### src/rtl/sprite_store_pkg.sv
// rtl/sprite_store_pkg.sv - shared types and defaults for the sprite store sequencer
package sprite_store_pkg;

   localparam int NUM_SLOTS_DEF = 10;
   localparam int IDX_W_DEF     = 6;
   localparam int LINE_W_DEF    = 4;

   typedef enum logic [2:0] {IDLE, SCAN, READY, RENDER, FETCH} ss_state_t;

   typedef logic [NUM_SLOTS_DEF-1:0] slot_vec_t;

endpackage

### src/rtl/sprite_store_ctrl_if.sv
// rtl/sprite_store_ctrl_if.sv - scan/render/fetch bundle; master drives the controller, slave is the controller
interface sprite_store_ctrl_if #(
   parameter int NUM_SLOTS = 10,
   parameter int IDX_W     = 6,
   parameter int LINE_W    = 4
);
   logic                 scan_start;
   logic                 scan_hit;
   logic [IDX_W-1:0]     scan_idx;
   logic [LINE_W-1:0]    scan_line;
   logic                 scan_done;
   logic                 render_start;
   logic                 render_done;
   logic [NUM_SLOTS-1:0] x_match;
   logic                 fetch_ack;
   logic [NUM_SLOTS-1:0] store_wr;
   logic [IDX_W-1:0]     wr_idx;
   logic [LINE_W-1:0]    wr_line;
   logic [NUM_SLOTS-1:0] store_rd;
   logic                 fetch_req;
   logic [3:0]           fetch_slot;
   logic                 stall;
   logic [3:0]           count;
   logic                 full;
   logic                 ovf;
   logic [5:0]           ovf_cnt;

   modport master (
      output scan_start, scan_hit, scan_idx, scan_line, scan_done,
             render_start, render_done, x_match, fetch_ack,
      input  store_wr, wr_idx, wr_line, store_rd, fetch_req, fetch_slot,
             stall, count, full, ovf, ovf_cnt
   );

   modport slave (
      input  scan_start, scan_hit, scan_idx, scan_line, scan_done,
             render_start, render_done, x_match, fetch_ack,
      output store_wr, wr_idx, wr_line, store_rd, fetch_req, fetch_slot,
             stall, count, full, ovf, ovf_cnt
   );

endinterface

### src/rtl/sprite_prio_enc.sv
// rtl/sprite_prio_enc.sv - lowest-bit-first combinational priority encoder
module sprite_prio_enc #(
   parameter int N = 10
) (
   input  logic [N-1:0] req,
   output logic [N-1:0] grant,
   output logic [3:0]   idx,
   output logic         any
);

   // Scanning from the top down lets the lowest set bit overwrite last.
   always_comb begin
      grant = '0;
      idx   = '0;
      any   = 1'b0;
      for (int i = N - 1; i >= 0; i--) begin
         if (req[i]) begin
            grant    = '0;
            grant[i] = 1'b1;
            idx      = 4'(i);
            any      = 1'b1;
         end
      end
   end

endmodule

### src/rtl/sprite_store_ctrl.sv
// rtl/sprite_store_ctrl.sv - sprite store scan/render sequencer; SPRITE_STORE_OVF_EN enables overflow tracking
module sprite_store_ctrl
   import sprite_store_pkg::*;
#(
   parameter int NUM_SLOTS = NUM_SLOTS_DEF,
   parameter int IDX_W     = IDX_W_DEF,
   parameter int LINE_W    = LINE_W_DEF
) (
   input logic                clk,
   input logic                nreset,
   sprite_store_ctrl_if.slave bus
);

   ss_state_t            state_q, state_d;
   logic [NUM_SLOTS-1:0] valid_q, valid_d;
   logic [3:0]           count_q, count_d;
   logic [NUM_SLOTS-1:0] store_wr_q, store_wr_d;
   logic [IDX_W-1:0]     wr_idx_q, wr_idx_d;
   logic [LINE_W-1:0]    wr_line_q, wr_line_d;
   logic [NUM_SLOTS-1:0] store_rd_q, store_rd_d;
   logic                 fetch_req_q, fetch_req_d;
   logic [3:0]           fetch_slot_q, fetch_slot_d;
   logic                 stall_q, stall_d;
   logic                 done_pend_q, done_pend_d;

   logic [NUM_SLOTS-1:0] grant;
   logic [3:0]           grant_idx;
   logic                 grant_any;

   sprite_prio_enc #(.N(NUM_SLOTS)) u_enc (
      .req   (bus.x_match & valid_q),
      .grant (grant),
      .idx   (grant_idx),
      .any   (grant_any)
   );

   always_comb begin
      state_d      = state_q;
      valid_d      = valid_q;
      count_d      = count_q;
      store_wr_d   = '0;
      wr_idx_d     = wr_idx_q;
      wr_line_d    = wr_line_q;
      store_rd_d   = store_rd_q;
      fetch_req_d  = fetch_req_q;
      fetch_slot_d = fetch_slot_q;
      stall_d      = stall_q;
      done_pend_d  = done_pend_q;
      if (bus.scan_start) begin
         state_d     = SCAN;
         valid_d     = '0;
         count_d     = '0;
         store_rd_d  = '0;
         fetch_req_d = 1'b0;
         stall_d     = 1'b0;
         done_pend_d = 1'b0;
      end else begin
         case (state_q)
            SCAN: begin
               if (bus.scan_hit && (count_q < 4'(NUM_SLOTS))) begin
                  store_wr_d[count_q] = 1'b1;
                  valid_d[count_q]    = 1'b1;
                  wr_idx_d            = bus.scan_idx;
                  wr_line_d           = bus.scan_line;
                  count_d             = count_q + 4'd1;
               end
               if (bus.scan_done) state_d = READY;
            end
            READY: if (bus.render_start) state_d = RENDER;
            RENDER: begin
               // A render_done alongside a live hit is kept so the line still ends.
               if (grant_any) begin
                  state_d      = FETCH;
                  fetch_req_d  = 1'b1;
                  stall_d      = 1'b1;
                  store_rd_d   = grant;
                  fetch_slot_d = grant_idx;
                  done_pend_d  = done_pend_q | bus.render_done;
               end else if (bus.render_done || done_pend_q) begin
                  state_d     = IDLE;
                  done_pend_d = 1'b0;
               end
            end
            FETCH: begin
               if (bus.render_done) done_pend_d = 1'b1;
               if (bus.fetch_ack) begin
                  valid_d[fetch_slot_q] = 1'b0;
                  fetch_req_d           = 1'b0;
                  stall_d               = 1'b0;
                  store_rd_d            = '0;
                  state_d               = RENDER;
               end
            end
            default: ;
         endcase
      end
   end

   always_ff @(posedge clk) begin
      if (!nreset) begin
         state_q      <= IDLE;
         valid_q      <= '0;
         count_q      <= '0;
         store_wr_q   <= '0;
         wr_idx_q     <= '0;
         wr_line_q    <= '0;
         store_rd_q   <= '0;
         fetch_req_q  <= 1'b0;
         fetch_slot_q <= '0;
         stall_q      <= 1'b0;
         done_pend_q  <= 1'b0;
      end else begin
         state_q      <= state_d;
         valid_q      <= valid_d;
         count_q      <= count_d;
         store_wr_q   <= store_wr_d;
         wr_idx_q     <= wr_idx_d;
         wr_line_q    <= wr_line_d;
         store_rd_q   <= store_rd_d;
         fetch_req_q  <= fetch_req_d;
         fetch_slot_q <= fetch_slot_d;
         stall_q      <= stall_d;
         done_pend_q  <= done_pend_d;
      end
   end

`ifdef SPRITE_STORE_OVF_EN
   logic       ovf_q, ovf_d;
   logic [5:0] ovf_cnt_q, ovf_cnt_d;

   always_comb begin
      ovf_d     = ovf_q;
      ovf_cnt_d = ovf_cnt_q;
      if (bus.scan_start) begin
         ovf_d     = 1'b0;
         ovf_cnt_d = '0;
      end else if ((state_q == SCAN) && bus.scan_hit && (count_q >= 4'(NUM_SLOTS))) begin
         ovf_d = 1'b1;
         if (ovf_cnt_q != 6'd63) ovf_cnt_d = ovf_cnt_q + 6'd1;
      end
   end

   always_ff @(posedge clk) begin
      if (!nreset) begin
         ovf_q     <= 1'b0;
         ovf_cnt_q <= '0;
      end else begin
         ovf_q     <= ovf_d;
         ovf_cnt_q <= ovf_cnt_d;
      end
   end

   assign bus.ovf     = ovf_q;
   assign bus.ovf_cnt = ovf_cnt_q;
`else
   assign bus.ovf     = 1'b0;
   assign bus.ovf_cnt = '0;
`endif

   assign bus.store_wr   = store_wr_q;
   assign bus.wr_idx     = wr_idx_q;
   assign bus.wr_line    = wr_line_q;
   assign bus.store_rd   = store_rd_q;
   assign bus.fetch_req  = fetch_req_q;
   assign bus.fetch_slot = fetch_slot_q;
   assign bus.stall      = stall_q;
   assign bus.count      = count_q;
   assign bus.full       = (count_q == 4'(NUM_SLOTS));

endmodule

### src/flat_wrapper.sv
// flat-port wrapper written by rule: the top's interface ports become plain ports
module sprite_store_ctrl_flat import sprite_store_pkg::*;
#(
   parameter int NUM_SLOTS = NUM_SLOTS_DEF,
   parameter int IDX_W     = IDX_W_DEF,
   parameter int LINE_W    = LINE_W_DEF
)
  (clk, nreset, bus_scan_start, bus_scan_hit, bus_scan_idx, bus_scan_line, bus_scan_done, bus_render_start, bus_render_done, bus_x_match, bus_fetch_ack, bus_store_wr, bus_wr_idx, bus_wr_line, bus_store_rd, bus_fetch_req, bus_fetch_slot, bus_stall, bus_count, bus_full, bus_ovf, bus_ovf_cnt);
  sprite_store_ctrl_if #(.NUM_SLOTS(NUM_SLOTS), .IDX_W(IDX_W), .LINE_W(LINE_W)) bus_i ();
  input logic clk;
  input logic nreset;
  input wire logic [$bits(bus_i.scan_start)-1:0] bus_scan_start;
  input wire logic [$bits(bus_i.scan_hit)-1:0] bus_scan_hit;
  input wire logic [$bits(bus_i.scan_idx)-1:0] bus_scan_idx;
  input wire logic [$bits(bus_i.scan_line)-1:0] bus_scan_line;
  input wire logic [$bits(bus_i.scan_done)-1:0] bus_scan_done;
  input wire logic [$bits(bus_i.render_start)-1:0] bus_render_start;
  input wire logic [$bits(bus_i.render_done)-1:0] bus_render_done;
  input wire logic [$bits(bus_i.x_match)-1:0] bus_x_match;
  input wire logic [$bits(bus_i.fetch_ack)-1:0] bus_fetch_ack;
  output wire logic [$bits(bus_i.store_wr)-1:0] bus_store_wr;
  output wire logic [$bits(bus_i.wr_idx)-1:0] bus_wr_idx;
  output wire logic [$bits(bus_i.wr_line)-1:0] bus_wr_line;
  output wire logic [$bits(bus_i.store_rd)-1:0] bus_store_rd;
  output wire logic [$bits(bus_i.fetch_req)-1:0] bus_fetch_req;
  output wire logic [$bits(bus_i.fetch_slot)-1:0] bus_fetch_slot;
  output wire logic [$bits(bus_i.stall)-1:0] bus_stall;
  output wire logic [$bits(bus_i.count)-1:0] bus_count;
  output wire logic [$bits(bus_i.full)-1:0] bus_full;
  output wire logic [$bits(bus_i.ovf)-1:0] bus_ovf;
  output wire logic [$bits(bus_i.ovf_cnt)-1:0] bus_ovf_cnt;
  assign bus_i.scan_start = bus_scan_start;
  assign bus_i.scan_hit = bus_scan_hit;
  assign bus_i.scan_idx = bus_scan_idx;
  assign bus_i.scan_line = bus_scan_line;
  assign bus_i.scan_done = bus_scan_done;
  assign bus_i.render_start = bus_render_start;
  assign bus_i.render_done = bus_render_done;
  assign bus_i.x_match = bus_x_match;
  assign bus_i.fetch_ack = bus_fetch_ack;
  assign bus_store_wr = bus_i.store_wr;
  assign bus_wr_idx = bus_i.wr_idx;
  assign bus_wr_line = bus_i.wr_line;
  assign bus_store_rd = bus_i.store_rd;
  assign bus_fetch_req = bus_i.fetch_req;
  assign bus_fetch_slot = bus_i.fetch_slot;
  assign bus_stall = bus_i.stall;
  assign bus_count = bus_i.count;
  assign bus_full = bus_i.full;
  assign bus_ovf = bus_i.ovf;
  assign bus_ovf_cnt = bus_i.ovf_cnt;
  sprite_store_ctrl #(.NUM_SLOTS(NUM_SLOTS), .IDX_W(IDX_W), .LINE_W(LINE_W)) u_core (.clk(clk), .nreset(nreset), .bus(bus_i));
endmodule
### config.mk
export PLATFORM = sky130hd
export DESIGN_NAME = sprite_store_ctrl_flat
export DESIGN_NICKNAME = d
export VERILOG_FILES = /design/src/rtl/sprite_store_pkg.sv /design/src/rtl/sprite_store_ctrl_if.sv /design/src/rtl/sprite_prio_enc.sv /design/src/rtl/sprite_store_ctrl.sv /design/src/flat_wrapper.sv
export SDC_FILE = /design/constraint.sdc
export NUM_CORES = 1
export LEC_CHECK = 0
export BUFFER_PORTS_ARGS = -buffer_cell sky130_fd_sc_hd__buf_4
export CAP_MARGIN = 20
export CORE_UTILIZATION = 54
export DETAILED_ROUTE_END_ITERATION = 8
export HOLD_SLACK_MARGIN = 0.12
export PLACE_DENSITY = 0.84
export SYNTH_ARGS = -nofsm -noshare
export SYNTH_HDL_FRONTEND = slang
export SYNTH_SLANG_ARGS = --single-unit
### constraint.sdc
create_clock -name clk -period 3.6 [get_ports clk]
set_clock_uncertainty 0.15 [all_clocks]
set_input_delay 1.08 -clock clk [delete_from_list [all_inputs] [get_ports clk]]
set_output_delay 1.08 -clock clk [all_outputs]
set_load 0.005 [all_outputs]
==> results.json, run 1 <==
{
  "insertion_delay_ns": 0.31,
  "htree_levels": 2,
  "final_common_cell": "buf_4",
  "grt_pass1_wl_um": 9430,
  "slew_violations": 0,
  "cp_top_family": "flip-flops",
  "finalWirelength_um": 5770,
  "rsz0062_at_grt": "no",
  "synth_top_area_share_pct": 43.7,
  "io_pins": 76,
  "finalHoldViolations": 0,
  "synthArstFlopShare_pct": 0,
  "drtPass1Iterations": 4,
  "rows": 24,
  "grt_max_degree": 23,
  "detail_route.vias_per_cell": 5.89,
  "finalSetupTns_ns": 0,
  "postRouteAntennaNets": 0,
  "cts_made_buffers": 5,
  "cts_hold_buf": 0,
  "area_growth_pct": 23.6,
  "synthCells": 253,
  "status": "finished, final reports clean",
  "synth_top_cell_by_area": "dfxtp_1",
  "maxCapViolations": 0,
  "path_cells": "inv_1 > ha_1 > and2_1 > buf_4",
  "arrival_ns": 1.48,
  "mostFrequentLayoutCells": "buf_4 (68), dfxtp_1 (53), nand2_1 (22)",
  "yosys_warnings": 0,
  "syn_area_sq_um": 2430,
  "clockRootBuffer": "clkbuf_8",
  "grt_usage_pct": 24.4,
  "finalSetupViolCount": 0,
  "overflow": 0,
  "end_kind": "output port",
  "fin_hold_ws_ns": 0.327,
  "fmax_mhz": 369,
  "cts_resized": 0,
  "max_stage_delay_ns": 0.47,
  "synth.area.top_cells": "dfxtp_1 (44%), mux2i_1 (4.9%), a21oi_1 (3.9%)",
  "synth-main-ff-cell": "dfxtp_1",
  "power.leakage_nw": 1.27,
  "p_per_area_nw_per_um2": 366,
  "final_nets": 347,
  "ff2ff_setup_slack_ns": 1.51,
  "pre_cts_ws_ns": 0.816,
  "max_slew_margin_pct": 43.6,
  "path_class": "flip-flop to output port",
  "ys_ff_latch": 53,
  "route.detailed.drc": 0,
  "postLayoutCoreUtil_pct": 69.0,
  "drtIter0Drc": 99,
  "cp_slowest_cell": "dfxtp_1",
  "antenna_found_initial": 0,
  "initial_core_util_pct": 55.8,
  "port_buffers": 68,
  "clk_pin_slew_ns": 0.09,
  "post-dp-hpwl_um": 4220,
  "die_area_sq_um": 4770,
  "core_sq_um": 4350,
  "cts_tree": "built",
  "place_inst": 360,
  "drive_gt1_share_pct": 30.4,
  "fp.dieH_um": 69.1,
  "n_antenna_cell": 0,
  "synth_edf_count": 0,
  "setup_ws_ns": 0.887,
  "ys_seq_area_share_pct": 43.7,
  "critPathBufInv": 2,
  "syn_area_per_cell_sq_um": 9.60,
  "synth_cell_types": 52,
  "layoutNonFillerInstCount": 368,
  "cp_max_fo": 6,
  "critPathRequiredTime_ns": 2.37,
  "postCtsSetupBuffers": 0,
  "period_needed_ns": 2.71,
  "gp_congestion": 0.891,
  "wl_per_cell_um": 15.7,
  "grt_pass1_vias": 1980,
  "hold_class": "flip-flop to flip-flop",
  "tightest_slew_ns": 0.840,
  "vdd.ir_drop.worst_mv": 0.169,
  "clock_path_buffers": 2,
  "clock_sinks": 53,
  "dieWidth_um": 69.1,
  "vias": 2167,
  "cp-start-kind": "flip-flop",
  "period_share_pct": 75.4
}
report_power, final:
group	switching (mW)	leakage [nW]	internal, mW
clock network	0.197	0.0574	0.226
registers	0.00654	0.428	0.592
logic	0.0387	0.788	0.0401
cells in the mapped netlist (2+ instances only):
| cell | number |
|---|---|
| o311a_1 | 2 |
| a22oi_1 | 3 |
| nand2_1 | 22 |
| nand3_1 | 6 |
| clkbuf_1 | 3 |
| a21oi_1 | 19 |
| buf_6 | 4 |
| buf_2 | 2 |
| inv_1 | 4 |
| a22o_2 | 4 |
| and4bb_2 | 2 |
| o21ai_0 | 4 |
| nor2b_1 | 14 |
| nor3b_1 | 6 |
| dfxtp_1 | 53 |
| a211oi_1 | 10 |
| and2_1 | 3 |
| o2bb2ai_1 | 2 |
| buf_4 | 8 |
| and3_1 | 9 |
| mux2i_1 | 12 |
| a32o_2 | 4 |
| nor3_1 | 7 |
| a22o_1 | 3 |
| nand2b_1 | 2 |
| and4_1 | 2 |
| ha_1 | 4 |
| a31oi_1 | 2 |
| nor2_1 | 14 |
kinds of logic (layout without fill, tap and decap cells):
logic type	after synthesis	after routing	share of synthesized area, %
simple gates	97	97	23.5
compound gates	60	60	17.9
flops	53	53	43.7
buf+inv	23	80	6.54
mux	13	13	5.41
fa+ha+maj	4	4	2.06
xor+xnor	2	2	0.721
other cells	1	7	0.154
path summary, 6_finish.rpt:
check	cells after the start	endpoint	from
max	4	bus_full	u_core.bus.count[0]$_SDFFE_PP0P_
min	1	u_core.bus.store_rd[4]$_SDFFE_PP0P_	u_core.bus.store_rd[4]$_SDFFE_PP0P_
max reg2reg	5	u_core.bus.store_rd[7]$_SDFFE_PP0P_	u_core.state_q[2]$_SDFFE_PP0P_
min reg2reg	1	u_core.bus.store_rd[4]$_SDFFE_PP0P_	u_core.bus.store_rd[4]$_SDFFE_PP0P_
per-stage QoR:
stage / instance area, sq um / power, mW
after detailed placement: 2880 / 0.690
after global routing: 3000 / 1.13
after CTS: 3000 / 1.11
final: 3000 / 1.10
after global placement: 2880 / 0.687
after floorplan: 2450 / 0.658
flip-flops by register name, summed over array words and instances, names as in the netlist:
signal	cells
u_core.bus.count	4
u_core.bus.fetch_slot	4
u_core.bus.stall	1
u_core.bus.store_rd	10
u_core.bus.store_wr	10
u_core.bus.wr_idx	6
u_core.bus.wr_line	4
u_core.done_pend_q	1
u_core.state_q	3
u_core.valid_q	10
layout make-up:
cell class              instances  area, sq um
well taps                      52         65.1
clock inverters                 2         37.5
fillers                       352         1350
clock buffers                   6         82.6
inverters                       4         15.0
flip-flops and latches         53         1060
multi-input cells             183         1230
repair buffers                 68          510
routing by layer:
layer | share of wire [%] | vias to the layer above | global-route usage [%]
met5 | 0 | - | 0
met4 | 1.8 | 0 | 8.39
met3 | 7.9 | 11 | 5.56
met2 | 48 | 104 | 40.5
met1 | 43 | 1025 | 31.3
li1 | - | 1027 | -
No activity file was read; power rests on OpenSTA's default activity.
==> run 2, diff against run 1 <==
ABC_AREA = 1   (was not set)
CORE_UTILIZATION = 47   (was 54)
PLACE_DENSITY = 0.76   (was 0.84)
clock period = 2.3 ns   (was 3.6 ns; I/O delays follow)
==> run 2 against run 1 <==
Via count grew 14%. First-iteration DRC count grew 46%. Register-to-register slack got worse by 1.0 ns. Clock power increased by 21%. Synthesized cell count increased by 44%. Combinational power is 90% higher. Worst hold slack got worse by 0.0019 ns. Cell area grew 9.2%. Setup slack got worse by 0.82 ns. Critical path depth up 1. Global-route usage fell by 3.4 points. Critical endpoint unchanged. Largest cell class unchanged. Highest routed layer unchanged.
==> results.json, run 2 <==
{
  "mostFrequentLayoutCells": "buf_4 (69), nand2_1 (68), dfxtp_1 (53)",
  "port_buffers": 68,
  "area_growth_pct": 22.8,
  "finalHoldViolations": 0,
  "finalSetupTns_ns": 0,
  "cts_hold_buf": 0,
  "grt_max_degree": 26,
  "io_pins": 76,
  "cp-start-kind": "flip-flop",
  "vias": 2476,
  "postRouteAntennaNets": 0,
  "fmax_mhz": 448,
  "slew_violations": 0,
  "status": "finished, final reports clean",
  "vdd.ir_drop.worst_mv": 0.303,
  "synth_edf_count": 0,
  "drtPass1Iterations": 4,
  "synth_top_area_share_pct": 39.7,
  "timing.critical_path.mode_cell": "inv_1",
  "antenna_found_initial": 0,
  "postCtsSetupBuffers": 0,
  "finalSetupViolCount": 0,
  "post-dp-hpwl_um": 4550,
  "htree_levels": 2,
  "finalWirelength_um": 6060,
  "detail_route.vias_per_cell": 4.91,
  "drive_gt1_share_pct": 29.6,
  "max_stage_delay_ns": 0.41,
  "critPathRequiredTime_ns": 1.46,
  "dpl_cell_area_sq_um": 3200,
  "cts_tree": "built",
  "synth_top_cell_by_area": "dfxtp_1",
  "hold_path_depth": 2,
  "n_antenna_cell": 0,
  "cp_max_fo": 5,
  "overflow": 0,
  "synthArstFlopShare_pct": 0,
  "insertion_delay_ns": 0.30,
  "setup_ws_ns": 0.0693,
  "fin_area_sq_um": 3280,
  "end_kind": "output port",
  "initial_core_util_pct": 48.5,
  "ys_ff_latch": 53,
  "power.leakage_nw": 1.45,
  "synth-main-ff-cell": "dfxtp_1",
  "clock_sinks": 53,
  "clock_path_buffers": 2,
  "yosys-top-cells-count": "nand2_1 (68), dfxtp_1 (53), nor2_1 (44)",
  "grt_usage_pct": 21.0,
  "hold_class": "flip-flop to flip-flop",
  "path_class": "flip-flop to output port",
  "syn_area_sq_um": 2670,
  "grt_pass1_wl_um": 10200,
  "period_needed_ns": 2.23,
  "yosys_warnings": 0,
  "cts_made_buffers": 5,
  "rows": 27,
  "gp_congestion": 0.852,
  "finalPower_mw": 1.60,
  "period_share_pct": 97.0,
  "path_cells": "inv_1 > ha_1 > inv_1 > nor3_1 > buf_4",
  "fp.dieH_um": 77.4,
  "synthCells": 364,
  "layoutNonFillerInstCount": 504,
  "ys_seq_area_share_pct": 39.7,
  "route.detailed.drc": 0,
  "clockRootBuffer": "clkbuf_8",
  "r2r_cells": 7,
  "syn_area_per_cell_sq_um": 7.34,
  "dieWidth_um": 77.4,
  "wl_per_cell_um": 12.0,
  "arrival_ns": 1.39,
  "die_area_sq_um": 5990,
  "core_sq_um": 5510,
  "pre_cts_ws_ns": 0.163,
  "grt_pass1_vias": 2235,
  "maxCapViolations": 0,
  "cp_slowest_cell": "dfxtp_1",
  "synth_cell_types": 33,
  "cts_resized": 0,
  "rsz0062_at_grt": "no",
  "final_nets": 463,
  "place_inst": 496,
  "p_per_area_nw_per_um2": 488,
  "yosys.cell_count.top_type": "nand2_1",
  "drtIter0Drc": 145,
  "final_common_cell": "buf_4",
  "synth.area.top_cells": "dfxtp_1 (40%), nand2_1 (9.6%), nor2_1 (6.2%)",
  "clk_pin_slew_ns": 0.10
}
-- run 2: power breakdown --
part | switching [mW] | internal [mW] | leakage (nW)
sequential | 0.00926 | 0.929 | 0.428
clock | 0.295 | 0.216 | 0.0385
combinational | 0.0824 | 0.0681 | 0.983
total | 0.387 | 1.21 | 1.45
-- run 2: cell type report --
type / count / area (sq um)
clock buffers: 7 / 76.3
clock inverters: 1 / 7.51
fillers: 532 / 2230
inverters: 38 / 150
multi-input cells: 263 / 1360
flip-flops and latches: 53 / 1060
well taps: 72 / 90.1
repair buffers: 70 / 538
-- run 2: path summary, 6_finish.rpt --
check / slack [ns] / start / to
hold / removal: 0.33 / u_core.done_pend_q$_SDFFE_PP0P_ / u_core.done_pend_q$_SDFFE_PP0P_
hold reg to reg: 0.33 / u_core.done_pend_q$_SDFFE_PP0P_ / u_core.done_pend_q$_SDFFE_PP0P_
setup / recovery: 0.07 / u_core.bus.count[0]$_SDFFE_PP0P_ / bus_full
setup reg to reg: 0.49 / u_core.bus.count[2]$_SDFFE_PP0P_ / u_core.bus.wr_idx[2]$_SDFFE_PN0P_
-- run 2: cell families (layout without fill, tap and decap cells) --
family,Yosys count,after routing,synth area share [%]
other,1,7,0.140
DFF,53,53,39.7
and+or+nand+nor,176,176,31.4
AOI/OAI and AO/OA,76,76,16.6
buffers and inverters,54,116,10.3
adders and majority gates,4,4,1.87
-- run 2: layer usage --
layer,part of all wire (%),vias up,GRT usage [%]
met2,46,78,34.2
met4,0.68,0,7.17
met5,0,-,0
met3,5.2,4,4.00
met1,48,1099,27.9
li1,-,1295,-
-- run 2: worst max-delay path, delay by kind of cell, from the launching register on --
kind | cells | cell delay, ns
and+or+nand+nor | 1 | 0.07
buffers and inverters | 3 | 0.40
adders and majority gates | 1 | 0.21
DFF | 1 | 0.41
-- run 2: per-stage QoR --
step                util (%)  hold slack (ns)
finish                  59.6            0.326
global placement        58.1            0.286
global route            59.6            0.339
CTS                     59.6            0.324
floorplan                  -            0.279
detailed placement      58.1            0.310
